`config.mk`:
```
export PLATFORM = sky130hd
export DESIGN_NAME = parking_lot_ctrl_flat
export DESIGN_NICKNAME = d
export VERILOG_FILES = /design/src/rtl/parking_lot_ctrl_if.sv /design/src/rtl/parking_lot_ctrl.sv /design/src/flat_wrapper.sv
export SDC_FILE = /design/constraint.sdc
export NUM_CORES = 1
export LEC_CHECK = 0
export CELL_PAD_IN_SITES_DETAIL_PLACEMENT = 1
export CELL_PAD_IN_SITES_GLOBAL_PLACEMENT = 2
export CORE_MARGIN = 8
export CORE_UTILIZATION = 36
export CTS_BUF_LIST = sky130_fd_sc_hd__clkbuf_8 sky130_fd_sc_hd__clkbuf_16
export CTS_CLUSTER_DIAMETER = 150
export DETAILED_ROUTE_END_ITERATION = 7
export PLACE_DENSITY_LB_ADDON = 0.3
export SYNTH_ARGS = -nofsm -noshare
export SYNTH_HDL_FRONTEND = slang
export SYNTH_SLANG_ARGS = --single-unit
```
`constraint.sdc`:
```
create_clock -name clk -period 12.42 [get_ports clk]
set_clock_uncertainty 0.15 [all_clocks]
set_input_delay 2.484 -clock clk [delete_from_list [all_inputs] [get_ports clk]]
set_output_delay 2.484 -clock clk [all_outputs]
set_load 0.005 [all_outputs]
```
`src/rtl/parking_lot_ctrl_if.sv`:
```
// Gate-side bundle for the parking lot controller: requests from the
// sensors and registered responses/status toward display and actuators.
interface parking_lot_ctrl_if #(
    parameter int CNT_W = 11
);
    logic             entry_req;
    logic             entry_is_uni;
    logic             exit_req;
    logic             exit_is_uni;
    logic             time_load;
    logic [4:0]       hour_in;
    logic             entry_grant;
    logic             entry_deny;
    logic             exit_ack;
    logic             exit_err;
    logic [CNT_W-1:0] uni_parked;
    logic [CNT_W-1:0] gen_parked;
    logic [CNT_W-1:0] uni_free;
    logic [CNT_W-1:0] gen_free;
    logic             uni_has_space;
    logic             gen_has_space;
    logic             over_capacity;
    logic [4:0]       hour;

    modport master (
        output entry_req, entry_is_uni, exit_req, exit_is_uni,
        output time_load, hour_in,
        input  entry_grant, entry_deny, exit_ack, exit_err,
        input  uni_parked, gen_parked, uni_free, gen_free,
        input  uni_has_space, gen_has_space, over_capacity, hour
    );

    modport slave (
        input  entry_req, entry_is_uni, exit_req, exit_is_uni,
        input  time_load, hour_in,
        output entry_grant, entry_deny, exit_ack, exit_err,
        output uni_parked, gen_parked, uni_free, gen_free,
        output uni_has_space, gen_has_space, over_capacity, hour
    );
endinterface

```
`src/rtl/parking_lot_ctrl.sv`:
```
// Two-class parking counter with a time-of-day driven capacity split
// and single-cycle registered entry/exit arbitration.
module parking_lot_ctrl #(
    parameter int TOTAL_SPACES   = 700,
    parameter int GEN_DAY_CAP    = 200,
    parameter int RAMP_STEP      = 50,
    parameter int GEN_NIGHT_CAP  = 500,
    parameter int TICKS_PER_HOUR = 600,
    parameter int START_HOUR     = 0,
    parameter int CNT_W          = 11
) (
    input logic clk,
    input logic rst,
    parking_lot_ctrl_if.slave bus
);
    typedef logic [CNT_W-1:0] cnt_t;

    localparam int TW = (TICKS_PER_HOUR > 1) ? $clog2(TICKS_PER_HOUR) : 1;
    localparam logic [TW-1:0] TICK_MAX = TW'(TICKS_PER_HOUR - 1);

    function automatic cnt_t sched(input logic [4:0] h);
        int c;
        if (h >= 5'd8 && h <= 5'd12)
            c = GEN_DAY_CAP;
        else if (h >= 5'd13 && h <= 5'd15)
            c = GEN_DAY_CAP + (int'(h) - 12) * RAMP_STEP;
        else
            c = GEN_NIGHT_CAP;
        return cnt_t'(c);
    endfunction

    localparam logic [4:0] START_H = 5'(START_HOUR);
    localparam cnt_t TOT = cnt_t'(TOTAL_SPACES);
    localparam cnt_t START_GEN = sched(START_H);

    logic [TW-1:0] r_tick, w_tick_nxt;
    logic [4:0]    r_hour, w_hour_nxt;
    cnt_t          r_gen_cap, r_uni_cap;
    cnt_t          r_gen, r_uni, w_gen_nxt, w_uni_nxt;
    cnt_t          w_en_cap, w_en_cnt, w_ex_cnt;
    logic          w_grant, w_deny, w_ack, w_err;
    logic          r_grant, r_deny, r_ack, r_err;

    always_comb begin
        w_tick_nxt = r_tick + TW'(1);
        w_hour_nxt = r_hour;
        if (bus.time_load) begin
            w_tick_nxt = '0;
            if (bus.hour_in <= 5'd23)
                w_hour_nxt = bus.hour_in;
        end else if (r_tick == TICK_MAX) begin
            w_tick_nxt = '0;
            w_hour_nxt = (r_hour == 5'd23) ? 5'd0 : r_hour + 5'd1;
        end
    end

    // Entry is judged on pre-update counts, so a same-cycle exit never helps it.
    always_comb begin
        w_en_cap  = bus.entry_is_uni ? r_uni_cap : r_gen_cap;
        w_en_cnt  = bus.entry_is_uni ? r_uni : r_gen;
        w_ex_cnt  = bus.exit_is_uni ? r_uni : r_gen;
        w_grant   = bus.entry_req && (w_en_cnt < w_en_cap);
        w_deny    = bus.entry_req && !(w_en_cnt < w_en_cap);
        w_ack     = bus.exit_req && (w_ex_cnt != '0);
        w_err     = bus.exit_req && (w_ex_cnt == '0);
        w_uni_nxt = r_uni + cnt_t'(w_grant && bus.entry_is_uni)
                          - cnt_t'(w_ack && bus.exit_is_uni);
        w_gen_nxt = r_gen + cnt_t'(w_grant && !bus.entry_is_uni)
                          - cnt_t'(w_ack && !bus.exit_is_uni);
    end

    always_ff @(posedge clk) begin
        if (rst) begin
            r_tick    <= '0;
            r_hour    <= START_H;
            r_gen_cap <= START_GEN;
            r_uni_cap <= TOT - START_GEN;
            r_gen     <= '0;
            r_uni     <= '0;
            r_grant   <= 1'b0;
            r_deny    <= 1'b0;
            r_ack     <= 1'b0;
            r_err     <= 1'b0;
        end else begin
            r_tick    <= w_tick_nxt;
            r_hour    <= w_hour_nxt;
            r_gen_cap <= sched(r_hour);
            r_uni_cap <= TOT - sched(r_hour);
            r_gen     <= w_gen_nxt;
            r_uni     <= w_uni_nxt;
            r_grant   <= w_grant;
            r_deny    <= w_deny;
            r_ack     <= w_ack;
            r_err     <= w_err;
        end
    end

    assign bus.entry_grant   = r_grant;
    assign bus.entry_deny    = r_deny;
    assign bus.exit_ack      = r_ack;
    assign bus.exit_err      = r_err;
    assign bus.uni_parked    = r_uni;
    assign bus.gen_parked    = r_gen;
    assign bus.uni_free      = (r_uni_cap > r_uni) ? r_uni_cap - r_uni : '0;
    assign bus.gen_free      = (r_gen_cap > r_gen) ? r_gen_cap - r_gen : '0;
    assign bus.uni_has_space = (r_uni_cap > r_uni);
    assign bus.gen_has_space = (r_gen_cap > r_gen);
    assign bus.over_capacity = (r_gen > r_gen_cap) || (r_uni > r_uni_cap);
    assign bus.hour          = r_hour;
endmodule
```
`src/flat_wrapper.sv`:
```
// flat-port wrapper written by rule: the top's interface ports become plain ports
module parking_lot_ctrl_flat 
#(
    parameter int TOTAL_SPACES   = 700,
    parameter int GEN_DAY_CAP    = 200,
    parameter int RAMP_STEP      = 50,
    parameter int GEN_NIGHT_CAP  = 500,
    parameter int TICKS_PER_HOUR = 600,
    parameter int START_HOUR     = 0,
    parameter int CNT_W          = 11
)
  (clk, rst, bus_entry_req, bus_entry_is_uni, bus_exit_req, bus_exit_is_uni, bus_time_load, bus_hour_in, bus_entry_grant, bus_entry_deny, bus_exit_ack, bus_exit_err, bus_uni_parked, bus_gen_parked, bus_uni_free, bus_gen_free, bus_uni_has_space, bus_gen_has_space, bus_over_capacity, bus_hour);
  parking_lot_ctrl_if #(.CNT_W(CNT_W)) bus_i ();
  input logic clk;
  input logic rst;
  input wire logic [$bits(bus_i.entry_req)-1:0] bus_entry_req;
  input wire logic [$bits(bus_i.entry_is_uni)-1:0] bus_entry_is_uni;
  input wire logic [$bits(bus_i.exit_req)-1:0] bus_exit_req;
  input wire logic [$bits(bus_i.exit_is_uni)-1:0] bus_exit_is_uni;
  input wire logic [$bits(bus_i.time_load)-1:0] bus_time_load;
  input wire logic [$bits(bus_i.hour_in)-1:0] bus_hour_in;
  output wire logic [$bits(bus_i.entry_grant)-1:0] bus_entry_grant;
  output wire logic [$bits(bus_i.entry_deny)-1:0] bus_entry_deny;
  output wire logic [$bits(bus_i.exit_ack)-1:0] bus_exit_ack;
  output wire logic [$bits(bus_i.exit_err)-1:0] bus_exit_err;
  output wire logic [$bits(bus_i.uni_parked)-1:0] bus_uni_parked;
  output wire logic [$bits(bus_i.gen_parked)-1:0] bus_gen_parked;
  output wire logic [$bits(bus_i.uni_free)-1:0] bus_uni_free;
  output wire logic [$bits(bus_i.gen_free)-1:0] bus_gen_free;
  output wire logic [$bits(bus_i.uni_has_space)-1:0] bus_uni_has_space;
  output wire logic [$bits(bus_i.gen_has_space)-1:0] bus_gen_has_space;
  output wire logic [$bits(bus_i.over_capacity)-1:0] bus_over_capacity;
  output wire logic [$bits(bus_i.hour)-1:0] bus_hour;
  assign bus_i.entry_req = bus_entry_req;
  assign bus_i.entry_is_uni = bus_entry_is_uni;
  assign bus_i.exit_req = bus_exit_req;
  assign bus_i.exit_is_uni = bus_exit_is_uni;
  assign bus_i.time_load = bus_time_load;
  assign bus_i.hour_in = bus_hour_in;
  assign bus_entry_grant = bus_i.entry_grant;
  assign bus_entry_deny = bus_i.entry_deny;
  assign bus_exit_ack = bus_i.exit_ack;
  assign bus_exit_err = bus_i.exit_err;
  assign bus_uni_parked = bus_i.uni_parked;
  assign bus_gen_parked = bus_i.gen_parked;
  assign bus_uni_free = bus_i.uni_free;
  assign bus_gen_free = bus_i.gen_free;
  assign bus_uni_has_space = bus_i.uni_has_space;
  assign bus_gen_has_space = bus_i.gen_has_space;
  assign bus_over_capacity = bus_i.over_capacity;
  assign bus_hour = bus_i.hour;
  parking_lot_ctrl #(.TOTAL_SPACES(TOTAL_SPACES), .GEN_DAY_CAP(GEN_DAY_CAP), .RAMP_STEP(RAMP_STEP), .GEN_NIGHT_CAP(GEN_NIGHT_CAP), .TICKS_PER_HOUR(TICKS_PER_HOUR), .START_HOUR(START_HOUR), .CNT_W(CNT_W)) u_core (.clk(clk), .rst(rst), .bus(bus_i));
endmodule
```
* Word level (Yosys, flattened, before mapping) *
Index checks and enable logic that the tools add are counted.

storage, ports and cells
  bits in registers = 63
  input port bits = 12
  output and inout port bits = 56
  word-level logic and storage cells = 66

cells by class
  add/sub/neg operators = 11
  $mul = 1
  order comparisons = 10
  equality and inequality tests = 3
  multiplexer cells = 12
  reductions and logical operators = 19

operators by type and width
  operator                  count
  $mux W11                  8
  $gt A11 B11 Y1            4
  $mul A32 B6 Y10 const B   1
  $add A11 B1 Y11           2
  $sub A11 B1 Y11           2
  $sub A11 B11 Y11          2
  $mux W5                   4
  $add A9 B11 Y11 const A   1
  $logic_not A11 Y1         1
  $lt A11 B11 Y1            1
  $reduce_bool A11 Y1       1
  $sub A10 B11 Y11 const A  1
  $add A10 B1 Y10 const B   1
  $eq A10 B10 Y1 const B    1
  $ge A5 B4 Y1 const B      2
  $le A5 B4 Y1 const B      2
  $logic_and A1 B1 Y1       10
  $sub A5 B4 Y6 const B     1
  $add A5 B1 Y5 const B     1
  $eq A5 B5 Y1 const B      1
  $le A5 B5 Y1 const B      1
  $logic_not A1 Y1          3
  $reduce_or A3 Y1          1
  $ne A2 B1 Y1 const B      1
  3 further kinds           3

* Depth between registers and ports, before layout *
Gate-level depths: netlist of the first run.

  word-level depth = 7
  gate-level depth with buffers = 22
  mapped depth without buffers = 20

* Worst setup path before layout of the first run *
Ideal clock, no wire load.

  path kind = input -> register
  from = input bus_entry_is_uni
  to = register u_core.r_gen[10], in the netlist u_core.bus.gen_parked[10]
  library setup time = 0.128 ns
  arrival time = 5.897 ns
  data required time = 12.142 ns
  slack = 6.245 ns
  cell stages on the path = 22
  path buffers = 2
  cell sequence = buf_1 -> clkbuf_1 -> nand2_1 -> o21ai_0 -> ha_1 -> a211o_1 -> a21oi_1 -> o21ai_0 -> a21oi_1 -> o2bb2ai_1 -> nand2_1 -> nor2_1 -> ha_1 -> inv_1 -> fa_1 -> nor2b_1 -> o21a_1 -> o21ai_1 -> a21oi_1 -> o22ai_1 -> xnor2_1 -> nor2_1

between the ends
  cells in the longest elaborated chain, start to end = 6
  elaborated cells on any way between the ends = 8
  classes of those cells = 2 x add/sub; 1 x order compare; 2 x mux; 3 x reduce/logical

RTL lines
  item                         line                                            text
  start: declaration           flat_wrapper.sv:17                              input wire logic [$bits(bus_i.entry_is_uni)-1:0] bus_entry_is_uni;
  $mux W11 (on tied branches)  parking_lot_ctrl.sv:60, parking_lot_ctrl.sv:59
  $lt A11 B11 Y1               parking_lot_ctrl.sv:62                          w_grant = bus.entry_req && (w_en_cnt < w_en_cap);
  $logic_and A1 B1 Y1          parking_lot_ctrl.sv:62
  $logic_and A1 B1 Y1 *        parking_lot_ctrl.sv:68                          w_gen_nxt = r_gen + cnt_t'(w_grant && !bus.entry_is_uni)
  $add A11 B1 Y11 *            parking_lot_ctrl.sv:68
  $sub A11 B1 Y11 *            parking_lot_ctrl.sv:69                          - cnt_t'(w_ack && !bus.exit_is_uni);
  end signal: assignment       parking_lot_ctrl.sv:89                          r_gen <= w_gen_nxt;
  end: declaration             parking_lot_ctrl.sv:39                          cnt_t r_gen, r_uni, w_gen_nxt, w_uni_nxt;

Every way passes the cells marked *; elsewhere a longest branch is shown, timed or not.
A chain may end at the register's enable or synchronous reset.

* Worst setup path in the final report of the first run *
Same ends and word-level chain as after synthesis.

==> key figures, run 1 <==
Run status
  • Outcome: finished clean

Critical path
  • Setup crit start kind: primary input
  • Worst Setup End Kind: flop
  • Crit path max fanout: 30
  • Worst path arrival time: roughly 7 ns
  • Critical Path RT: 12.48 ns
  • CP Class: in2reg
  • R2r setup slk: 8.05 ns

Clock network
  • Clock Tree Buf Depth: 2
  • Postcts setup bufs: 0
  • Cts bufs inserted: 9
  • CTS Hold Bufs: 0
  • Worst skew pair latency: 0.33 ns
  • Worst-path clk slew: 0.06 ns
  • Max H-tree Level: 3
  • CTS tree: built
  • CTS sink cnt: 60
  • Clock Tree Root: clkbuf_16
  • Post-CTS sizing: 0

Synthesis
  • FF+latch count, synth: 60
  • EDFF count, synth: 0
  • Post-synth ARST share: 0
  • Top-area cell type share of the netlist area: 0.225
  • Syn nets: about 760
  • Mapped cell area: ~0.0053 sq mm
  • Post-synth top cells: ha_1 (83), nor2_1 (77), dfxtp_1 (60)
  • Post-Synthesis Cells: 655
  • Syn avg cell area: between 8 and 9 sq um
  • Top cells by area, synth: dfxtp_1 (22%), ha_1 (19%), nor2_1 (5.4%), xor2_1 (4.1%), inv_1 (3.8%)
  • Register area share after synthesis: 0.225
  • Most common cell in the netlist: ha_1
  • Synth Warn #: 0
  • Synth cell types: 70
  • Cell taking the most area after synthesis: dfxtp_1
  • Post-synth top flop: dfxtp_1

Global route
  • Gr ovfl total: 0
  • Vias in the first global route: about 5k
  • First-pass GRT wire length: about 26000 microns
  • Initial antenna violation count: 0
  • Largest net degree at the start of global routing: 50
  • Total GRT Usage: 0.171

Placement
  • Placed insts: between 800 and 900
  • Post-DP Area: roughly 0.0062 sq mm
  • Placer Congestion: between 0.8 and 0.9
  • Post-DP HPWL: 12700 microns
  • I/O Buffers: 67

Timing
  • RSZ-0062 raised after global routing: false
  • Max-slew headroom: 0.229
  • Period utilization: 0.570
  • Final Hold Fails: 0
  • Worst Hold Slack: ~0.32 ns
  • Final setup violation count: 0
  • Max Clk Rate: around 0.14 GHz
  • Period minus WS final: slightly above 7 ns
  • Actual slew at the worst max-slew pin: about 1.2 ns
  • Max-slew violations: 0
  • Setup TNS: 0 ns

Route
  • Vias: just under 5k
  • Routed WL per cell: ~17 microns
  • Final wirelength: around 16000 microns
  • Initial DRC count: 157
  • Vias per Instance: approximately 5.3
  • DRC violations left: 0
  • Pre-Repair DR Iteration Count: 4
  • Final ANT Viol Nets: 0

Floorplanning
  • DIE AREA: between 0.015 and 0.02 sq mm
  • Initial core utilization: 0.368
  • Site Rows: between 40 and 50
  • Top Ports: 68
  • Die Height: ~140 microns
  • Core area: 0.0145 sq mm
  • Die W: ~140 microns

Cells and area
  • Ant. Diodes: 0
  • Fin cells: around 900
  • Nets: just over 800
  • Layout cells sized above 1: 0.0556
  • Design Area, Final: 0.00648 sq mm
  • Synth-to-layout area growth: 21.3%
  • Fill cell count: roughly 1.8k

Power and ir drop
  • Peak VDD IR: roughly 0.07 mV
  • Power Density: approximately 270 mW/mm^2
  • Leakage: 2.74 nW

Hold path
  • Min-delay worst type: reg2reg

Run
  • Max Cap Violations: 0
## sequential cells by signal, indices dropped and copies added, names as in the netlist
register                cells
u_core.r_uni_cap            9
u_core.bus.uni_parked      11
u_core.r_tick              10
u_core.bus.entry_grant      1
u_core.bus.exit_ack         1
u_core.bus.hour             5
u_core.bus.entry_deny       1
u_core.bus.gen_parked      11
u_core.bus.exit_err         1
u_core.r_gen_cap           10
## logic make-up (layout without fill, tap and decap cells)
family                     count (synthesis)  after routing  synth area share
adders and majority gates                 88             88             0.213
DFF                                       60             60             0.225
muxes                                     11             11            0.0206
buffers and inverters                     73            138            0.0553
xor gates and xnor gates                  46             46            0.0794
and+or+nand+nor                          224            224             0.208
AOI/OAI and AO/OA                        153            153             0.199
## layout by cell type (no fill, tap or decap), types with 5 or more instances in the layout
cell / n
ha_1: 83
nor2_1: 77
clkdlybuf4s50_1: 67
dfxtp_1: 60
inv_1: 54
nand2_1: 37
a21oi_1: 29
o21ai_0: 25
xor2_1: 25
nor3_1: 24
xnor2_1: 19
o21a_1: 18
nor2b_1: 16
mux2i_1: 11
and3_1: 11
a21o_1: 11
o21ai_1: 10
a211oi_1: 10
nand3_1: 9
clkbuf_16: 9
nand2b_1: 8
nor4_1: 6
a31oi_1: 6
nand4_1: 6
or2_2: 6
o21bai_1: 5
fa_1: 5
## through the flow
step	total power, mW	setup WS [ns]	utilization
6_report	1.76	5.35	0.446
5_1_grt	1.92	4.90	0.446
4_1_cts	1.78	5.36	0.446
3_5_place_dp	1.49	5.12	0.424
3_3_place_gp	1.46	5.34	0.424
2_1_floorplan	1.07	6.24	-
## worst max-delay path: stages
cell and delay [ns]:
clkdlybuf4s50_1 1.24, mux2i_1 0.30, ha_1 0.29, a211o_1 0.31, a21oi_1 0.14, o21ai_0 0.12
a21oi_1 0.15, o2bb2ai_1 0.18, nand2_1 0.12, nor2_1 0.12, ha_1 0.21, inv_1 0.05
fa_1 0.38, nor2b_1 0.19, o21a_1 0.16, o21ai_1 0.08, a21oi_1 0.25, o22ai_1 0.14
xnor2_1 0.17, nor2_1 0.05
## final timing paths
| path | startpoint | to | cells after the start |
|---|---|---|---|
| setup / recovery | bus_entry_is_uni | u_core.bus.gen_parked[10] | 20 |
| hold / removal | u_core.r_tick[0] | u_core.r_tick[0] | 1 |
| setup reg to reg | u_core.bus.hour[3] | u_core.r_uni_cap[10] | 14 |
| hold reg to reg | u_core.r_tick[0] | u_core.r_tick[0] | 1 |
## routing by layer
metal  global-route usage  wire, microns
met5                    0              0
met1                0.202           6880
met3               0.0303            680
met2                0.305           7980
met4               0.0531            220
## cell type report
type,count,area [sq um],share of cell area
Clock inverter,7,98.8,0.0153
Sequential cell,60,1200,0.185
Tap cell,184,230,0.0355
Timing Repair Buffer,68,678,0.105
Clock buffer,9,225,0.0347
Multi-Input combinational cell,522,3840,0.593
Inverter,54,203,0.0313
## power by group
part | internal, mW | switching (mW) | leakage (nW)
Sequential | 0.237 | 0.0671 | 0.494
Combinational | 0.580 | 0.602 | 2.09
Clock | 0.176 | 0.0938 | 0.156
Note: power is estimated with default switching activity, not from simulation.
==> run 2, diff against run 1 <==
- CORE_UTILIZATION: 36 -> 31
- clock period: 12.42 -> 5.9 ns (I/O delays scaled with it)
==> key figures, run 2 (synthesized netlist as in run 1, its figures left out) <==
Run status
  • Outcome: finished clean

Floorplanning
  • DIE AREA: ~0.022 sq mm
  • Site Rows: 48
  • Top Ports: slightly below 70
  • Initial core utilization: 0.313
  • Die Height: approximately 150 microns
  • Core area: 0.0171 sq mm
  • Die W: between 100 and 150 microns

Route
  • Pre-Repair DR Iteration Count: 4
  • Final ANT Viol Nets: 0
  • Vias: 4847
  • Initial DRC count: 151
  • DRC violations left: 0
  • Final wirelength: around 16000 microns
  • M1 WL: approximately 7200 microns
  • Vias per Instance: 5.12
  • DR top layer: met4
  • Routed wl met2: 8160 microns
  • Routed WL per cell: around 17 microns
  • Routed wl met3: 439 microns

Timing
  • RSZ-0062 raised after global routing: false
  • Worst Hold Slack: approximately 0.35 ns
  • Period minus WS final: between 5 and 6 ns
  • Final setup violation count: 0
  • Max-slew headroom: 0.373
  • Period utilization: 0.871
  • Final Hold Fails: 0
  • Max-slew violations: 0
  • Actual slew at the worst max-slew pin: about 0.93 ns
  • Max Clk Rate: between 0.15 and 0.2 GHz
  • Setup TNS: 0 ns
  • Final worst slack: approximately 0.76 ns

Placement
  • Post-DP Area: around 0.0062 sq mm
  • Post-DP HPWL: 13300 microns
  • I/O Buffers: 67
  • Setup slack at placement: around 0.45 ns
  • Placer Congestion: approximately 0.85

Cells and area
  • Layout cells sized above 1: 0.0582
  • Design Area, Final: 0.00655 sq mm
  • Fill cell count: roughly 2k
  • Synth-to-layout area growth: 22.6%
  • Nets: approximately 800
  • Ant. Diodes: 0
  • Most frequent cells in the layout: ha_1 (83), nor2_1 (77), clkdlybuf4s50_1 (67), dfxtp_1 (60), inv_1 (54)
  • Commonest non-fill, non-tap cell in the layout: ha_1

Power and ir drop
  • Sw frac: 0.435
  • Switching pwr: ~1.6 mW
  • Power Density: 565 mW/mm^2
  • Leakage: between 2 and 3 nW
  • Clock share of power: 0.153
  • Comb pwr share: 0.672
  • Int Power: between 2 and 2.5 mW
  • Peak VDD IR: between 0.15 and 0.2 mV
  • Part of the power in registers: 0.174

Clock network
  • CTS sink cnt: 60
  • Clock Tree Buf Depth: 2
  • Cts bufs inserted: 9
  • Postcts setup bufs: 0
  • Post-CTS sizing: 0
  • Worst skew pair latency: about 0.34 ns
  • Clock Tree Root: clkbuf_16
  • CTS Hold Bufs: 0
  • CTS tree: built
  • Worst-path clk slew: about 0.060 ns
  • Max H-tree Level: 3

Hold path
  • Min-delay worst type: reg2reg

Global route
  • Initial antenna violation count: 0
  • First-pass GRT wire length: about 26000 microns
  • Total GRT Usage: 0.150
  • Gr ovfl total: 0
  • Vias in the first global route: approximately 5.1k
  • Largest net degree at the start of global routing: 50

Critical path
  • Critical Path RT: between 5 and 6 ns
  • Worst path arrival time: approximately 5.2 ns
  • CP cell instances: clkdlybuf4s50_1 -> buf_4 -> o21ai_0 -> ha_1 -> a211o_1 -> a21oi_1 -> o21ai_0 -> a21oi_1 -> o2bb2ai_1 -> nand2_1 -> nor2_1 -> ha_1 -> inv_1 -> fa_1 -> nor2b_1 -> o21a_1 -> o21ai_1 -> a21oi_1 -> o22ai_1 -> xnor2_1 -> nor2_1
  • CP max-delay cell: clkdlybuf4s50_1
  • Setup crit start kind: primary input
  • Crit path max fanout: 9
  • CP top delay family: compound AO/OA/AOI/OAI gates
  • CP Class: in2reg
  • Worst path most repeated cell: a21oi_1
  • CP Buf/Inv Count: 3
  • Critical Path Max Stage Delay: ~0.70 ns
  • Worst Setup End Kind: flop

Run
  • Max Cap Violations: 0
==> run 2: layout make-up <==
cell class	instances	area, sq um	area share
clock buffer	9	225	0.0344
clock inverter	7	98.8	0.0151
inverter	54	203	0.0310
multi-input combinational	522	3840	0.587
sequential	60	1200	0.183
tap	225	282	0.0430
timing repair buffer	70	693	0.106
==> run 2: final timing paths <==
| path | from | end | slack, ns | cells past startpoint |
|---|---|---|---|---|
| setup / recovery | bus_entry_is_uni | u_core.bus.gen_parked[10] | 0.76 | 21 |
| hold reg to reg | u_core.r_tick[0] | u_core.r_tick[0] | 0.35 | 1 |
| hold / removal | u_core.r_tick[0] | u_core.r_tick[0] | 0.35 | 1 |
| setup reg to reg | u_core.bus.hour[3] | u_core.r_uni_cap[10] | 1.48 | 14 |
==> run 2: worst reg2reg max path, stage by stage (launching register included) <==
cell,delay (ns)
dfxtp_1,0.67
ha_1,0.35
ha_1,0.32
ha_1,0.32
ha_1,0.33
xor2_1,0.17
ha_1,0.33
ha_1,0.35
and3_1,0.17
or3_1,0.37
nand4_1,0.11
xnor3_1,0.21
nand2b_1,0.18
xnor2_1,0.18
nor2_1,0.06
==> run 2: per-layer routing <==
metal | vias up | GRT usage
met2 | 50 | 0.275
met1 | 2341 | 0.175
met4 | 0 | 0.0362
li1 | 2440 | -
met5 | - | 0
met3 | 16 | 0.0298
==> run 2: stage by stage <==
stage           util  std cells  power (mW)
2_1_floorplan      -        655        2.25
5_1_grt        0.384        947        4.05
3_3_place_gp   0.365        931        3.09
3_5_place_dp   0.365        931        3.16
6_report       0.384        947        3.70
4_1_cts        0.384        947        3.76
==> run 2: power groups by stage <==
| stage | clock (mW) | combinational [mW] | sequential [mW] |
|---|---|---|---|
| after floorplan | 0 | 1.65 | 0.596 |
| after global placement | 0 | 2.44 | 0.656 |
| after detailed placement | 0 | 2.51 | 0.655 |
| after CTS | 0.587 | 2.53 | 0.647 |
| after global routing | 0.602 | 2.79 | 0.658 |
| final | 0.567 | 2.49 | 0.646 |
==> patch 1 (config.mk and constraints of run 2) <==
`CNT_W` is set to 11 in 3 places; all go to 9.
--- a/src/rtl/parking_lot_ctrl_if.sv
+++ b/src/rtl/parking_lot_ctrl_if.sv
@@ -1,7 +1,7 @@
 // Gate-side bundle for the parking lot controller: requests from the
 // sensors and registered responses/status toward display and actuators.
 interface parking_lot_ctrl_if #(
-    parameter int CNT_W = 11
+    parameter int CNT_W = 9
 );
     logic             entry_req;
     logic             entry_is_uni;
--- a/src/rtl/parking_lot_ctrl.sv
+++ b/src/rtl/parking_lot_ctrl.sv
@@ -7,7 +7,7 @@
     parameter int GEN_NIGHT_CAP  = 500,
     parameter int TICKS_PER_HOUR = 600,
     parameter int START_HOUR     = 0,
-    parameter int CNT_W          = 11
+    parameter int CNT_W          = 9
 ) (
     input logic clk,
     input logic rst,
--- a/src/flat_wrapper.sv
+++ b/src/flat_wrapper.sv
@@ -7,7 +7,7 @@
     parameter int GEN_NIGHT_CAP  = 500,
     parameter int TICKS_PER_HOUR = 600,
     parameter int START_HOUR     = 0,
-    parameter int CNT_W          = 11
+    parameter int CNT_W          = 9
 )
   (clk, rst, bus_entry_req, bus_entry_is_uni, bus_exit_req, bus_exit_is_uni, bus_time_load, bus_hour_in, bus_entry_grant, bus_entry_deny, bus_exit_ack, bus_exit_err, bus_uni_parked, bus_gen_parked, bus_uni_free, bus_gen_free, bus_uni_has_space, bus_gen_has_space, bus_over_capacity, bus_hour);
   parking_lot_ctrl_if #(.CNT_W(CNT_W)) bus_i ();
Ports: changed (resized bus_gen_free, bus_gen_parked, bus_uni_free and bus_uni_parked); port bits go from 68 to 60. No check against the original RTL was run, so the function may have changed too.
==> patch 1 against run 2 <==
  * Fmax grew 2.6%
  * Cell area shrank 20%
  * Sequential cell count shrank 8
  * Final cell count shrank 19%
  * Critical endpoint is now u_core.bus.gen_parked[6]
  * Total power shrank 31%
  * Non-clock buffer count shrank 9
  * Wire length shrank 22%
  * Synthesized area shrank 19%
  * Setup slack gained 130 ps
==> patch 1: results (changes against run 2) <==
metric;value;unit;change
WL/cell;16.2;um;-4.7%
Max rail drop VDD;0.000130;V;-29%
Non-clock buffer share;11.6;%;+0.99 points
Port Buffers;59;;-12%
Post-Place Cells;762;;-18%
fin area;5230;um2;-20%
Critical Path AT;5040;ps;-160 ps
Clock-cell share;2.73;%;-2.2 points
Inverters, non-clock;53;;-1.9%
status;complete, no violations;;
HPWL Detailed;10.0;mm;-24%
GRT Overall Usage;14.2;%;-0.86 points
Met3 Wirelength;530;um;+21%
Synth cell types;50;;-29%
first-pass GRT wire length;20.7;mm;-22%
#MultiIn Comb;416;;-20%
synth cell count leaders;ha_1, inv_1, nor2_1, dfxtp_1, nand2_1;;
Buffers, non-clock;61;;-13%
routing usage on met1;17.4;%;-0.12 points
Rows;43;;-10%
Leakage;2.17;nW;-21%
share of cells above drive strength 1;3.73;%;-2.1 points
met2 Use GR;24.4;%;-3.1 points
vias in the first global route;4067;;-21%
Yosys reg bits;52;;-13%
total clock buffers created by CTS;5;;-4
Slew HR;50.9;%;+14 points
clock latency on the worst-skew pair;310;ps;-30 ps
## patch 1: cell count changes in the layout (fill, tap and decap cells not counted), sizes merged, moves of 6 or more
cell           before  now
xor2               25   11
ha                 83   63
o21ai              36   30
dfxtp              60   52
a211oi             10    3
nor2               78   53
o21a               18   12
xnor2              20   28
and3               11    4
clkdlybuf4s50      67   59
## patch 1: cells by family (layout without fill, tap and decap cells)
kind of cell,after synthesis,count (layout),synth area share (%)
mux,10,10,2.38
simple gates,181,181,20.8
compound gates,116,116,17.4
fa+ha+maj,70,70,21.6
xor+xnor,39,39,7.93
buf+inv,65,122,5.78
flops,52,52,24.2
## patch 1: final timing paths
kind                         endpoint  slack (ps)  depth (start not counted)
min                  u_core.r_tick[0]         320                          1
min reg2reg          u_core.r_tick[0]         320                          1
max reg2reg       u_core.r_gen_cap[8]        1840                         14
max          u_core.bus.gen_parked[6]         890                         18
==> patch 2 (settings of run 2) <==
Without the edit above. Reset style: asynchronous (`rst`), changed in one clocked block.
--- a/src/rtl/parking_lot_ctrl.sv
+++ b/src/rtl/parking_lot_ctrl.sv
@@ -69,7 +69,7 @@
                           - cnt_t'(w_ack && !bus.exit_is_uni);
     end
 
-    always_ff @(posedge clk) begin
+    always_ff @(posedge clk or posedge rst) begin
         if (rst) begin
             r_tick    <= '0;
             r_hour    <= START_H;
Formal check against the unedited RTL: differs if rst is asserted again (counterexample within 4 cycles, from zero or initial values and one cycle with rst high); with rst held inactive, the same outputs for 10 cycles.
==> patch 2 against run 2 <==
  * Setup slack got worse by 190 ps
  * Count of clock-buffer cells in the layout increased by 2
  * First-iteration DRC count is 7.9% higher
  * Wire length is 6.2% lower
  * Synthesized area decreased by 3.3%
  * Sequential share of layout area rose by 5.4 points
  * Total power rose by 26%
  * Hold slack better by 45 ps
  * Sequential cell count is the same
  * Cell area decreased by 2.7%
==> patch 2: results (changes against run 2) <==
metric;value;unit;change
status;complete, no violations;;
post-synthesis sequential area ratio;29.3;%;+6.8 points
pre-CTS WS;306;ps;-147 ps
CP max stage delay;480;ps;-220 ps
met2 wire length;7.11;mm;-13%
placed cell area;6100;um2;-2.0%
R2R depth;20;;+6
Critical Path AT;5390;ps;+190 ps
total power;0.00466;W;+26%
main area contributors after synthesis;dfrtp_1, ha_1, xnor2_1;;
Synth Area in Compound Gates;16.2;%;-3.7 points
Fill cells;1941;;-5.6%
GPL Wtd Cong;0.811;;-4.8%
P_comb;0.00337;W;+35%
Iter 0 DRT Violations;163;;+7.9%
post-synthesis mux area share;2.13;%;+0.070 points
met1 WL;7.03;mm;-2.8%
Max rail drop VDD;0.000273;V;+49%
hold path cells;2;;+1
period utilisation layout;90.4;%;+3.3 points
Layout Cells excl Fill;874;;-7.7%
GRT Overall Usage;14.7;%;-0.36 points
synthesized area;5170;um2;-3.3%
Leakage;2.97;nW;+7.8%
Final #Nets;748;;-8.4%
first-pass GRT wire length;25.5;mm;-3.8%
Hold Path Origin;u_core.r_tick[4];;
HPWL Detailed;12.2;mm;-8.4%
## patch 2: cell count changes after synthesis, moves of 9 or more
cell and delta:
nor3_1 -16, xnor2_1 +16, dfstp_2 +9, nor2_1 -33, o21ai_0 +11, dfrtp_1 +51, dfxtp_1 -60
## patch 2: cell type report
class                           count  share of cell area (%)
Sequential cell                    60                    23.7
Inverter                           57                    3.36
Tap cell                          220                    4.32
Clock buffer                       11                    3.97
Multi-Input combinational cell    451                    53.4
Timing Repair Buffer               70                    10.9
Clock inverter                      5                   0.334
## patch 2: kinds of logic after synthesis
| family | count (synthesis) |
|---|---|
| xor+xnor | 61 |
| buf+inv | 64 |
| compound gates | 131 |
| mux | 11 |
| fa+ha+maj | 87 |
| simple gates | 161 |
| flops | 60 |
## patch 2: metal layers
layer | global-route usage (%) | up-vias
met4 | 4.16 | 0
met3 | 3.39 | 14
met5 | 0 | -
met2 | 24.8 | 76
met1 | 18.4 | 2125
li1 | - | 2158
